### config.mk
export PLATFORM = sky130hd
export DESIGN_NAME = frame_color_classifier
export DESIGN_NICKNAME = d
export VERILOG_FILES = /design/src/rtl/fcc_pkg.sv /design/src/rtl/fcc_band_counter.sv /design/src/rtl/frame_color_classifier.sv
export SDC_FILE = /design/constraint.sdc
export NUM_CORES = 1
export LEC_CHECK = 0
export ABC_CLOCK_PERIOD_IN_PS = 2700
export CORE_MARGIN = 1.5
export CORE_UTILIZATION = 55
export CTS_CLUSTER_DIAMETER = 100
export DETAILED_ROUTE_END_ITERATION = 12
export PLACE_DENSITY = 0.89
export SKIP_CTS_REPAIR_TIMING = 1
export SYNTH_ARGS = -nofsm -noshare
export SYNTH_HDL_FRONTEND = slang
export SYNTH_HIERARCHICAL = 1
export SYNTH_SLANG_ARGS = --single-unit
### constraint.sdc
create_clock -name CLK -period 2.7 [get_ports CLK]
set_input_delay 0.81 -clock CLK [delete_from_list [all_inputs] [get_ports CLK]]
set_output_delay 0.81 -clock CLK [all_outputs]
set_load 0.01 [all_outputs]
### src/rtl/fcc_pkg.sv
// Shared definitions for frame_color_classifier: FSM states, RESULT colour and
// shape codes, RGB332 field positions and the per-pixel colour classifiers.
package fcc_pkg;

    typedef enum logic [1:0] {
        WAIT_FRAME = 2'd0,
        ACTIVE     = 2'd1,
        DECIDE     = 2'd2
    } fcc_state_e;

    typedef enum logic [1:0] {
        COLOR_NONE = 2'b00,
        COLOR_RED  = 2'b01,
        COLOR_BLUE = 2'b10
    } fcc_color_e;

    typedef enum logic [1:0] {
        SHAPE_NONE     = 2'b00,
        SHAPE_SQUARE   = 2'b01,
        SHAPE_TRIANGLE = 2'b10,
        SHAPE_DIAMOND  = 2'b11
    } fcc_shape_e;

    localparam int R_MSB = 7;
    localparam int R_LSB = 5;
    localparam int G_MSB = 4;
    localparam int G_LSB = 2;
    localparam int B_MSB = 1;
    localparam int B_LSB = 0;

    function automatic logic is_red_px(input logic [7:0] px);
        return (px[R_MSB:R_LSB] >= 3'd5) && (px[B_MSB:B_LSB] <= 2'd1) &&
               (px[G_MSB:G_LSB] <= 3'd3);
    endfunction

    function automatic logic is_blue_px(input logic [7:0] px);
        return (px[B_MSB:B_LSB] >= 2'd2) && (px[R_MSB:R_LSB] <= 3'd2) &&
               (px[G_MSB:G_LSB] <= 3'd3);
    endfunction

endpackage

### src/rtl/fcc_band_counter.sv
// One band's saturating red/blue pixel counters with synchronous clear and
// count enable.
module fcc_band_counter #(
    parameter int COUNT_W = 16
) (
    input  logic               CLK,
    input  logic               RESET,
    input  logic               clr,
    input  logic               en,
    input  logic               is_red,
    input  logic               is_blue,
    output logic [COUNT_W-1:0] red_cnt,
    output logic [COUNT_W-1:0] blue_cnt
);

    logic [COUNT_W-1:0] red_q, red_d;
    logic [COUNT_W-1:0] blue_q, blue_d;

    always_comb begin
        red_d  = red_q;
        blue_d = blue_q;
        if (clr) begin
            red_d  = '0;
            blue_d = '0;
        end else if (en) begin
            // Counters hold at all-ones rather than wrapping.
            if (is_red && (red_q != '1))
                red_d = red_q + COUNT_W'(1);
            if (is_blue && (blue_q != '1))
                blue_d = blue_q + COUNT_W'(1);
        end
    end

    // NOTE: state registers use non-blocking assignments so every flop samples
    // the pre-edge values, independent of block evaluation order.
    always_ff @(posedge CLK or posedge RESET) begin
        if (RESET) begin
            red_q  <= '0;
            blue_q <= '0;
        end else begin
            red_q  <= red_d;
            blue_q <= blue_d;
        end
    end

    assign red_cnt  = red_q;
    assign blue_cnt = blue_q;

endmodule

### src/rtl/frame_color_classifier.sv
// Per-frame red/blue colour classifier with optional band-based shape detection,
// built only when FCC_SHAPE_DETECT_EN is defined.
module frame_color_classifier
    import fcc_pkg::*;
#(
    parameter int          SCREEN_WIDTH  = 176,
    parameter int          SCREEN_HEIGHT = 144,
    parameter int          NUM_BANDS     = 3,
    parameter int          COUNT_W       = 16,
    parameter int unsigned THRESH        = 2000
) (
    input  logic       CLK,
    input  logic       RESET,
    input  logic [7:0] PIXEL_IN,
    input  logic       HREF,
    input  logic       VSYNC,
    output logic [3:0] RESULT,
    output logic       RESULT_VALID
);

    localparam int LINES_PER_BAND = SCREEN_HEIGHT / NUM_BANDS;
    // Equals SCREEN_HEIGHT because NUM_BANDS divides it.
    localparam int Y_LINES = LINES_PER_BAND * NUM_BANDS;
    localparam int XW      = $clog2(SCREEN_WIDTH + 1);
    localparam int YW      = $clog2(Y_LINES + 1);
    localparam logic [XW-1:0] X_LIMIT  = XW'(SCREEN_WIDTH);
    localparam logic [YW-1:0] Y_LIMIT  = YW'(Y_LINES);
    localparam logic [31:0]   THRESH_V = 32'(THRESH);

    fcc_state_e         state_q, state_d;
    logic               vsync_q, href_q;
    logic [XW-1:0]      x_q, x_d;
    logic [YW-1:0]      y_q, y_d;
    fcc_color_e         color_q, color_d, color_dec;
    fcc_shape_e         shape_q, shape_d, shape_dec;
    logic               dec_valid_q, dec_valid_d;
    logic [3:0]         result_q, result_d;
    logic               result_valid_q, result_valid_d;
    logic [COUNT_W-1:0] tot_red, tot_blue;
    logic               vs_rise, vs_fall, href_fall, frame_start, line_active, pix_en;
    logic               px_red, px_blue;

    assign vs_rise     = VSYNC & ~vsync_q;
    assign vs_fall     = ~VSYNC & vsync_q;
    assign href_fall   = ~HREF & href_q;
    assign frame_start = (state_q == WAIT_FRAME) && vs_fall;
    // HREF is only meaningful inside a frame, i.e. while VSYNC is low.
    assign line_active = (state_q == ACTIVE) && !VSYNC;
    assign pix_en      = line_active && HREF && (x_q < X_LIMIT) && (y_q < Y_LIMIT);
    assign px_red      = is_red_px(PIXEL_IN);
    assign px_blue     = is_blue_px(PIXEL_IN);

    always_comb begin
        state_d = state_q;
        case (state_q)
            WAIT_FRAME: if (vs_fall) state_d = ACTIVE;
            ACTIVE:     if (vs_rise) state_d = DECIDE;
            DECIDE:     state_d = WAIT_FRAME;
            default:    state_d = WAIT_FRAME;
        endcase
    end

    always_comb begin
        x_d = x_q;
        y_d = y_q;
        if (frame_start) begin
            x_d = '0;
            y_d = '0;
        end else if (line_active) begin
            if (HREF) begin
                if (x_q != X_LIMIT) x_d = x_q + XW'(1);
            end else if (href_q) begin
                x_d = '0;
                if (y_q != Y_LIMIT) y_d = y_q + YW'(1);
            end
        end
    end

`ifdef FCC_SHAPE_DETECT_EN
    localparam int BAND_W = (NUM_BANDS > 1) ? $clog2(NUM_BANDS) : 1;
    localparam int LINE_W = (LINES_PER_BAND > 1) ? $clog2(LINES_PER_BAND) : 1;
    localparam int SUM_W  = COUNT_W + $clog2(NUM_BANDS) + 1;
    localparam int PROD_W = COUNT_W + 2;
    localparam logic [SUM_W-1:0] SUM_SAT = SUM_W'({COUNT_W{1'b1}});

    logic [BAND_W-1:0]  band_q, band_d;
    logic [LINE_W-1:0]  line_q, line_d;
    logic [COUNT_W-1:0] band_red  [NUM_BANDS];
    logic [COUNT_W-1:0] band_blue [NUM_BANDS];
    logic [SUM_W-1:0]   sum_red, sum_blue;
    logic [COUNT_W-1:0] cnt_t, cnt_m, cnt_b;
    logic [PROD_W-1:0]  t3, m2, b2, b3;

    // Band tracking counts lines within the band instead of dividing y.
    always_comb begin
        band_d = band_q;
        line_d = line_q;
        if (frame_start) begin
            band_d = '0;
            line_d = '0;
        end else if (line_active && href_fall) begin
            if (line_q == LINE_W'(LINES_PER_BAND - 1)) begin
                line_d = '0;
                if (band_q != BAND_W'(NUM_BANDS - 1)) band_d = band_q + BAND_W'(1);
            end else begin
                line_d = line_q + LINE_W'(1);
            end
        end
    end

    always_ff @(posedge CLK or posedge RESET) begin
        if (RESET) begin
            band_q <= '0;
            line_q <= '0;
        end else begin
            band_q <= band_d;
            line_q <= line_d;
        end
    end

    for (genvar i = 0; i < NUM_BANDS; i++) begin : g_band
        fcc_band_counter #(.COUNT_W(COUNT_W)) u_cnt (
            .CLK      (CLK),
            .RESET    (RESET),
            .clr      (frame_start),
            .en       (pix_en && (band_q == BAND_W'(i))),
            .is_red   (px_red),
            .is_blue  (px_blue),
            .red_cnt  (band_red[i]),
            .blue_cnt (band_blue[i])
        );
    end

    always_comb begin
        sum_red  = '0;
        sum_blue = '0;
        for (int i = 0; i < NUM_BANDS; i++) begin
            sum_red  = sum_red  + SUM_W'(band_red[i]);
            sum_blue = sum_blue + SUM_W'(band_blue[i]);
        end
        tot_red  = (sum_red  > SUM_SAT) ? '1 : sum_red[COUNT_W-1:0];
        tot_blue = (sum_blue > SUM_SAT) ? '1 : sum_blue[COUNT_W-1:0];
    end

    always_comb begin
        if (color_dec == COLOR_BLUE) begin
            cnt_t = band_blue[0];
            cnt_m = band_blue[NUM_BANDS/2];
            cnt_b = band_blue[NUM_BANDS-1];
        end else begin
            cnt_t = band_red[0];
            cnt_m = band_red[NUM_BANDS/2];
            cnt_b = band_red[NUM_BANDS-1];
        end
        t3 = (PROD_W'(cnt_t) << 1) + PROD_W'(cnt_t);
        m2 = PROD_W'(cnt_m) << 1;
        b2 = PROD_W'(cnt_b) << 1;
        b3 = b2 + PROD_W'(cnt_b);
        shape_dec = SHAPE_NONE;
        if (color_dec != COLOR_NONE) begin
            if (b2 > t3)                      shape_dec = SHAPE_TRIANGLE;
            else if ((m2 > t3) && (m2 > b3))  shape_dec = SHAPE_DIAMOND;
            else                              shape_dec = SHAPE_SQUARE;
        end
    end
`else
    fcc_band_counter #(.COUNT_W(COUNT_W)) u_frame_cnt (
        .CLK      (CLK),
        .RESET    (RESET),
        .clr      (frame_start),
        .en       (pix_en),
        .is_red   (px_red),
        .is_blue  (px_blue),
        .red_cnt  (tot_red),
        .blue_cnt (tot_blue)
    );

    assign shape_dec = SHAPE_NONE;
`endif

    // Ties go to red.
    always_comb begin
        color_dec = COLOR_NONE;
        if ((32'(tot_red) > THRESH_V) && (tot_red >= tot_blue))
            color_dec = COLOR_RED;
        else if ((32'(tot_blue) > THRESH_V) && (tot_blue > tot_red))
            color_dec = COLOR_BLUE;
    end

    always_comb begin
        color_d     = color_q;
        shape_d     = shape_q;
        dec_valid_d = 1'b0;
        if (state_q == DECIDE) begin
            color_d     = color_dec;
            shape_d     = shape_dec;
            dec_valid_d = 1'b1;
        end
        result_d       = result_q;
        result_valid_d = dec_valid_q;
        if (dec_valid_q) result_d = {shape_q, color_q};
    end

    always_ff @(posedge CLK or posedge RESET) begin
        if (RESET) begin
            state_q        <= WAIT_FRAME;
            vsync_q        <= 1'b0;
            href_q         <= 1'b0;
            x_q            <= '0;
            y_q            <= '0;
            color_q        <= COLOR_NONE;
            shape_q        <= SHAPE_NONE;
            dec_valid_q    <= 1'b0;
            result_q       <= '0;
            result_valid_q <= 1'b0;
        end else begin
            state_q        <= state_d;
            vsync_q        <= VSYNC;
            href_q         <= HREF;
            x_q            <= x_d;
            y_q            <= y_d;
            color_q        <= color_d;
            shape_q        <= shape_d;
            dec_valid_q    <= dec_valid_d;
            result_q       <= result_d;
            result_valid_q <= result_valid_d;
        end
    end

    assign RESULT       = result_q;
    assign RESULT_VALID = result_valid_q;

endmodule

# Word-level counts from Yosys, hierarchy flattened
# Cells that the tools add are included.
# op_classes
n_addsub	4
multipliers	0
n_div	0
order_cmp	11
eq_ne	10
shifts	0
mux	22
n_bitwise	4
n_reduce_logical	27
# op_table
op	count
$mux 16	6
$mux 8	10
$add 16x1->16 const B	2
$gt 16x11->1 const B	2
$ne 16x16->1 const B	2
$add 8x1->8 const B	2
$ge 16x16->1	1
$gt 16x16->1	1
$lt 8x8->1 const B	2
$ne 8x8->1 const B	2
$logic_and 1x1->1	13
$reduce_bool 2->1	6
$mux 2	4
$le 3x2->1 const B	2
$reduce_and 2->1	3
$ne 2x2->1 const B	2
$pmux 2 s2	1
$reduce_and 4->1	1
$ge 3x3->1 const B	1
$ne 3x1->1 const B	1
$reduce_and 3->1	1
$reduce_bool 3->1	1
$and 1x1->1	2
$eq 2x1->1 const B	1
8 further kinds	9
# totals
regBits	58
latch_bits	0
mem_bits_rw	0
rom_bits	0
mem_count	0

# Longest topological paths before layout
# depth
word_depth	7
ltp_mapped	8

# By module
# Netlist, hierarchy kept.
# modules_own_cells
mod	n_inst	cells_each	area_each_um2
frame_color_classifier	1	203	1840.5
fcc_band_counter	1	195	1834.3

# Worst setup path before layout
# OpenSTA, ideal clock, no wires.
# synth_path
kind	input to register
start	input port HREF
end	register u_frame_cnt.blue_q[15] (netlist: u_frame_cnt/blue_cnt[15])
setup_ns	0.125
arrival_time_ns	2.638
t_required_ns	2.575
setup_slack_ns	-0.063
cell_stages	7
path_buffers	1
path_cell_list	nand2_1 nor4_1 nand2_1 or2_1 buf_2 nor4_1 mux2_2
# synth_via
elab_chain_cells	5
# synth_rtl
element	line_no	source
start: declaration	frame_color_classifier.sv:15	input logic HREF,
$logic_and 1x1->1 (3 in series)	frame_color_classifier.sv:49	assign pix_en = line_active && HREF && (x_q < X_LIMIT) && (y_q < Y_LIMIT);
named net pix_en	frame_color_classifier.sv:40	logic vs_rise, vs_fall, href_fall, frame_start, line_active, pix_en;
$reduce_bool 2->1 (no line)	n/a	
$reduce_and 2->1 (no line)	n/a	
end signal: assignment	fcc_band_counter.sv:42	blue_q <= blue_d;
end: declaration	fcc_band_counter.sv:17	logic [COUNT_W-1:0] blue_q, blue_d;
# The timed path passes the listed nets, and every way through them passes these cells.
# A chain may end at the register's enable or synchronous reset.

# Final worst setup path
# layout_path
start	input port HREF
end	register u_frame_cnt.blue_q[5] (netlist: u_frame_cnt/blue_cnt[5])
# Same word-level chain as after synthesis.

==> results by group <==
Outcome
  – Status: complete, no violations

Synthesis
  – Number of synthesized flops with an enable pin: 0
  – Synth Warn #: 6
  – Main combinational cell family by area after synthesis: simple AND/OR/NAND/NOR gates
  – Compound-Gate Fraction of Synth Area: 13.69%
  – Synth Area in Adders: 7.491%
  – Ys flop type: dfrtp_1
  – Cells after synthesis: 398
  – Mapped Area: 0.003675 mm^2
  – Portion of netlist area occupied by mux cells: 3.303%
  – Simple-Gate Fraction of Synth Area: 28.91%
  – Synth cell types: 63
  – #FFs+latches synth: 58
  – XOR/XNOR Fraction of Synth Area: 2.622%
  – Syn_area_per_cell: 9.233 um^2
  – Ys async rst share: 100.0%
  – Seq/Total Area, Yosys: 39.50%

Global route
  – Largest net degree at the start of global routing: 33
  – Global-route wire length before repair: 14.25 mm
  – Initial antenna violation count: 0
  – Vias in the first global route: 3231
  – GRT overflow: 0
  – GRT Overall Usage: 24.59%

Power
  – Flop pwr share: 46.0%
  – Comb pwr share: 13.7%
  – Peak VDD IR: 405.1 uV
  – Clk pwr share: 40.3%
  – Net Sw Frac: 27.12%
  – Cell Pwr Density: 503.7 mW/mm^2
  – Leak pwr: 1.869 nW
  – Net Switching: 0.5932 mW
  – Total power: 2.187 mW
  – Internal power: 1.594 mW

Route
  – Routed WL: 8.581 mm
  – Routed vias: 3346
  – Vias per cell: 6.422
  – Initial drt markers: 284
  – Routed len/inst: 16.47 um
  – Drt drc: 0
  – Router iterations before antenna repair: 5
  – Antenna viol nets, final: 0

Placement
  – Dpl cell area: 0.004063 mm^2
  – I/O Buffers: 11
  – Hpwl dp: 5.955 mm
  – RD Place Congestion: 0.8979

Floorplan
  – # rows: 29
  – # IOs: 17
  – Die Wd: 84.74 um
  – Starting Density: 57.54%
  – Core ar.: 0.006386 mm^2
  – Die area: 0.007181 mm^2
  – Die H: 84.74 um

Final layout
  – Final instance area: 0.004342 mm^2
  – Layout area overhead: 18.15%
  – Nets: 473
  – Share of layout cells above drive strength 1: 18.02%
  – Number of diodes: 0

STA
  – Final Cycle Share: 97.47%
  – Endpoints failing setup: 0
  – Post-route minimum period: 2.632 ns
  – Worst slew pin tran: 0.7242 ns
  – Pins over their slew limit: 0
  – Slew headroom: 51.46%
  – Fmax: 380.0 MHz
  – Clk_skew: 0.01645 ns
  – Setup_tns: 0 ns
  – Hold Vio Cnt, Final: 0

Setup path
  – Crit. End Element: flop
  – Crit path DAT: 2.90 ns
  – Worst setup startpoint: HREF
  – Critical Path RT: 2.97 ns
  – Critical path launch point type: input port
  – Reg-to-reg startpoint: y_q[4]
  – Maximum fanout along the worst path: 6
  – WS Path Type: in2reg

Clock network
  – CTS tree: yes
  – Longest Clk Path Bufs: 2
  – CTS root buf: clkbuf_8
  – CTS Buf Count: 9
  – CTS clk-pin slew, worst paths: 0.07 ns
  – CTS Sinks: 58
  – Later-pin clock latency in the skew report: 0.35 ns
  – # H-tree levels: 3

Min path
  – Min-Delay Path Class: reg2reg
  – Hold Startpoint: dec_valid_q

Run
  – Max Cap Viol: 0
## kinds of logic after synthesis
group / after synthesis
AO/OA/AOI/OAI: 78
XOR/XNOR: 11
adder cells (fa/ha/maj): 22
buffers and inverters: 38
flip-flops: 58
multiplexers: 11
other: 1
AND/OR/NAND/NOR: 179
## layout by cell type (no fill, tap or decap), types with 6 or more instances in the layout
| master | count |
|---|---|
| nand2_1 | 23 |
| or3_1 | 9 |
| or4_1 | 6 |
| and3_1 | 8 |
| clkdlybuf4s50_1 | 11 |
| dfrtp_1 | 58 |
| mux2_2 | 9 |
| nand2b_1 | 7 |
| o21ai_0 | 15 |
| nor2b_1 | 11 |
| o31ai_1 | 8 |
| and2_1 | 6 |
| nand4_1 | 17 |
| nor2_1 | 30 |
| buf_4 | 25 |
| nor3_1 | 6 |
| nand3_1 | 22 |
| a21oi_1 | 25 |
| ha_1 | 22 |
| clkbuf_8 | 9 |
| xor2_1 | 10 |
| inv_1 | 28 |
## power groups by stage
stage	combinational (mW)	clock, mW	sequential [mW]
detailed placement	0.298	0	1.02
CTS	0.302	0.890	1.00
floorplan	0.190	0	1.00
global route	0.340	0.926	1.01
global placement	0.281	0	1.02
finish	0.299	0.881	1.01
## synthesized netlist by cell type, types with 3 or more instances
cell type  count  area, um^2
and4_1         4       35.03
o21ai_0       15       75.07
nand2_1       23       86.33
ha_1          22       275.3
and3_1         8       50.05
a21oi_1       26       130.1
dfrtp_1       58        1451
nand2b_1       7       43.79
or3_1          9       56.30
xor2_1        10       87.58
nor4_1         9       56.30
o31ai_1        8       60.06
o21ai_1        4       20.02
nor3_1         6       30.03
mux2_2         9       101.4
nand3_1       22       110.1
nand4_1       17       106.4
buf_2          3       15.01
nor2_1        30       112.6
inv_1         28       105.1
and2_1         6       37.54
a211oi_1       4       30.03
clkbuf_1       4       15.01
nor2b_1       11       68.82
or4_1          6       45.04
## worst paths after layout
kind,cells after the start,end,slack (ns)
max,9,u_frame_cnt/blue_cnt[5],0.07
min,0,RESULT_VALID,0.42
max reg2reg,9,u_frame_cnt/blue_cnt[5],0.17
min reg2reg,0,RESULT_VALID,0.42
max in group asynchronous,3,u_frame_cnt/red_cnt[14],1.49
min in group asynchronous,3,x_q[7],0.85
## registers in the layout, indices dropped and copies added (netlist names), 2 cells and up
| register | cells |
|---|---|
| RESULT | 2 |
| x_q | 8 |
| color_q | 2 |
| u_frame_cnt/blue_cnt | 16 |
| state_q | 2 |
| y_q | 8 |
| u_frame_cnt/red_cnt | 16 |
## per-layer routing
layer	global-route usage (%)	up-vias	part of all wire (%)
li1	-	1547	-
met5	0	-	0
met1	31.55	1634	43
met2	40.55	140	48
met4	11.14	0	2.3
met3	4.425	25	6.5
## cell type report
cell class                 instances  area [um^2]
clock buffer                       9        123.9
inverter                          28        105.1
multi-input combinational        304         2133
fill                             437         2044
timing repair buffer              38        337.8
clock inverter                     7        93.84
sequential                        58         1451
tap                               77        96.34
## stage by stage
| step | utilization, % | hold slack (ns) | instances | worst slack, ns |
|---|---|---|---|---|
| 3_3_place_gp | 63.62 | 0.4071 | 504 | -0.2920 |
| 5_1_grt | 67.99 | 0.4419 | 521 | -0.01766 |
| 4_1_cts | 67.03 | 0.4270 | 520 | -0.006530 |
| 6_report | 67.99 | 0.4219 | 521 | 0.06825 |
| 2_1_floorplan | - | 0.3900 | 399 | 0.1397 |
| 3_5_place_dp | 63.62 | 0.4132 | 504 | -0.3480 |
## critical path: stages
cell,delay [ns]
clkdlybuf4s50_1,0.47
nand2_1,0.07
nor4_2,0.26
buf_4,0.20
nand2_1,0.07
or2_4,0.30
buf_4,0.16
or4_1,0.40
a21oi_1,0.15
Power figures use the tool's default switching activity.
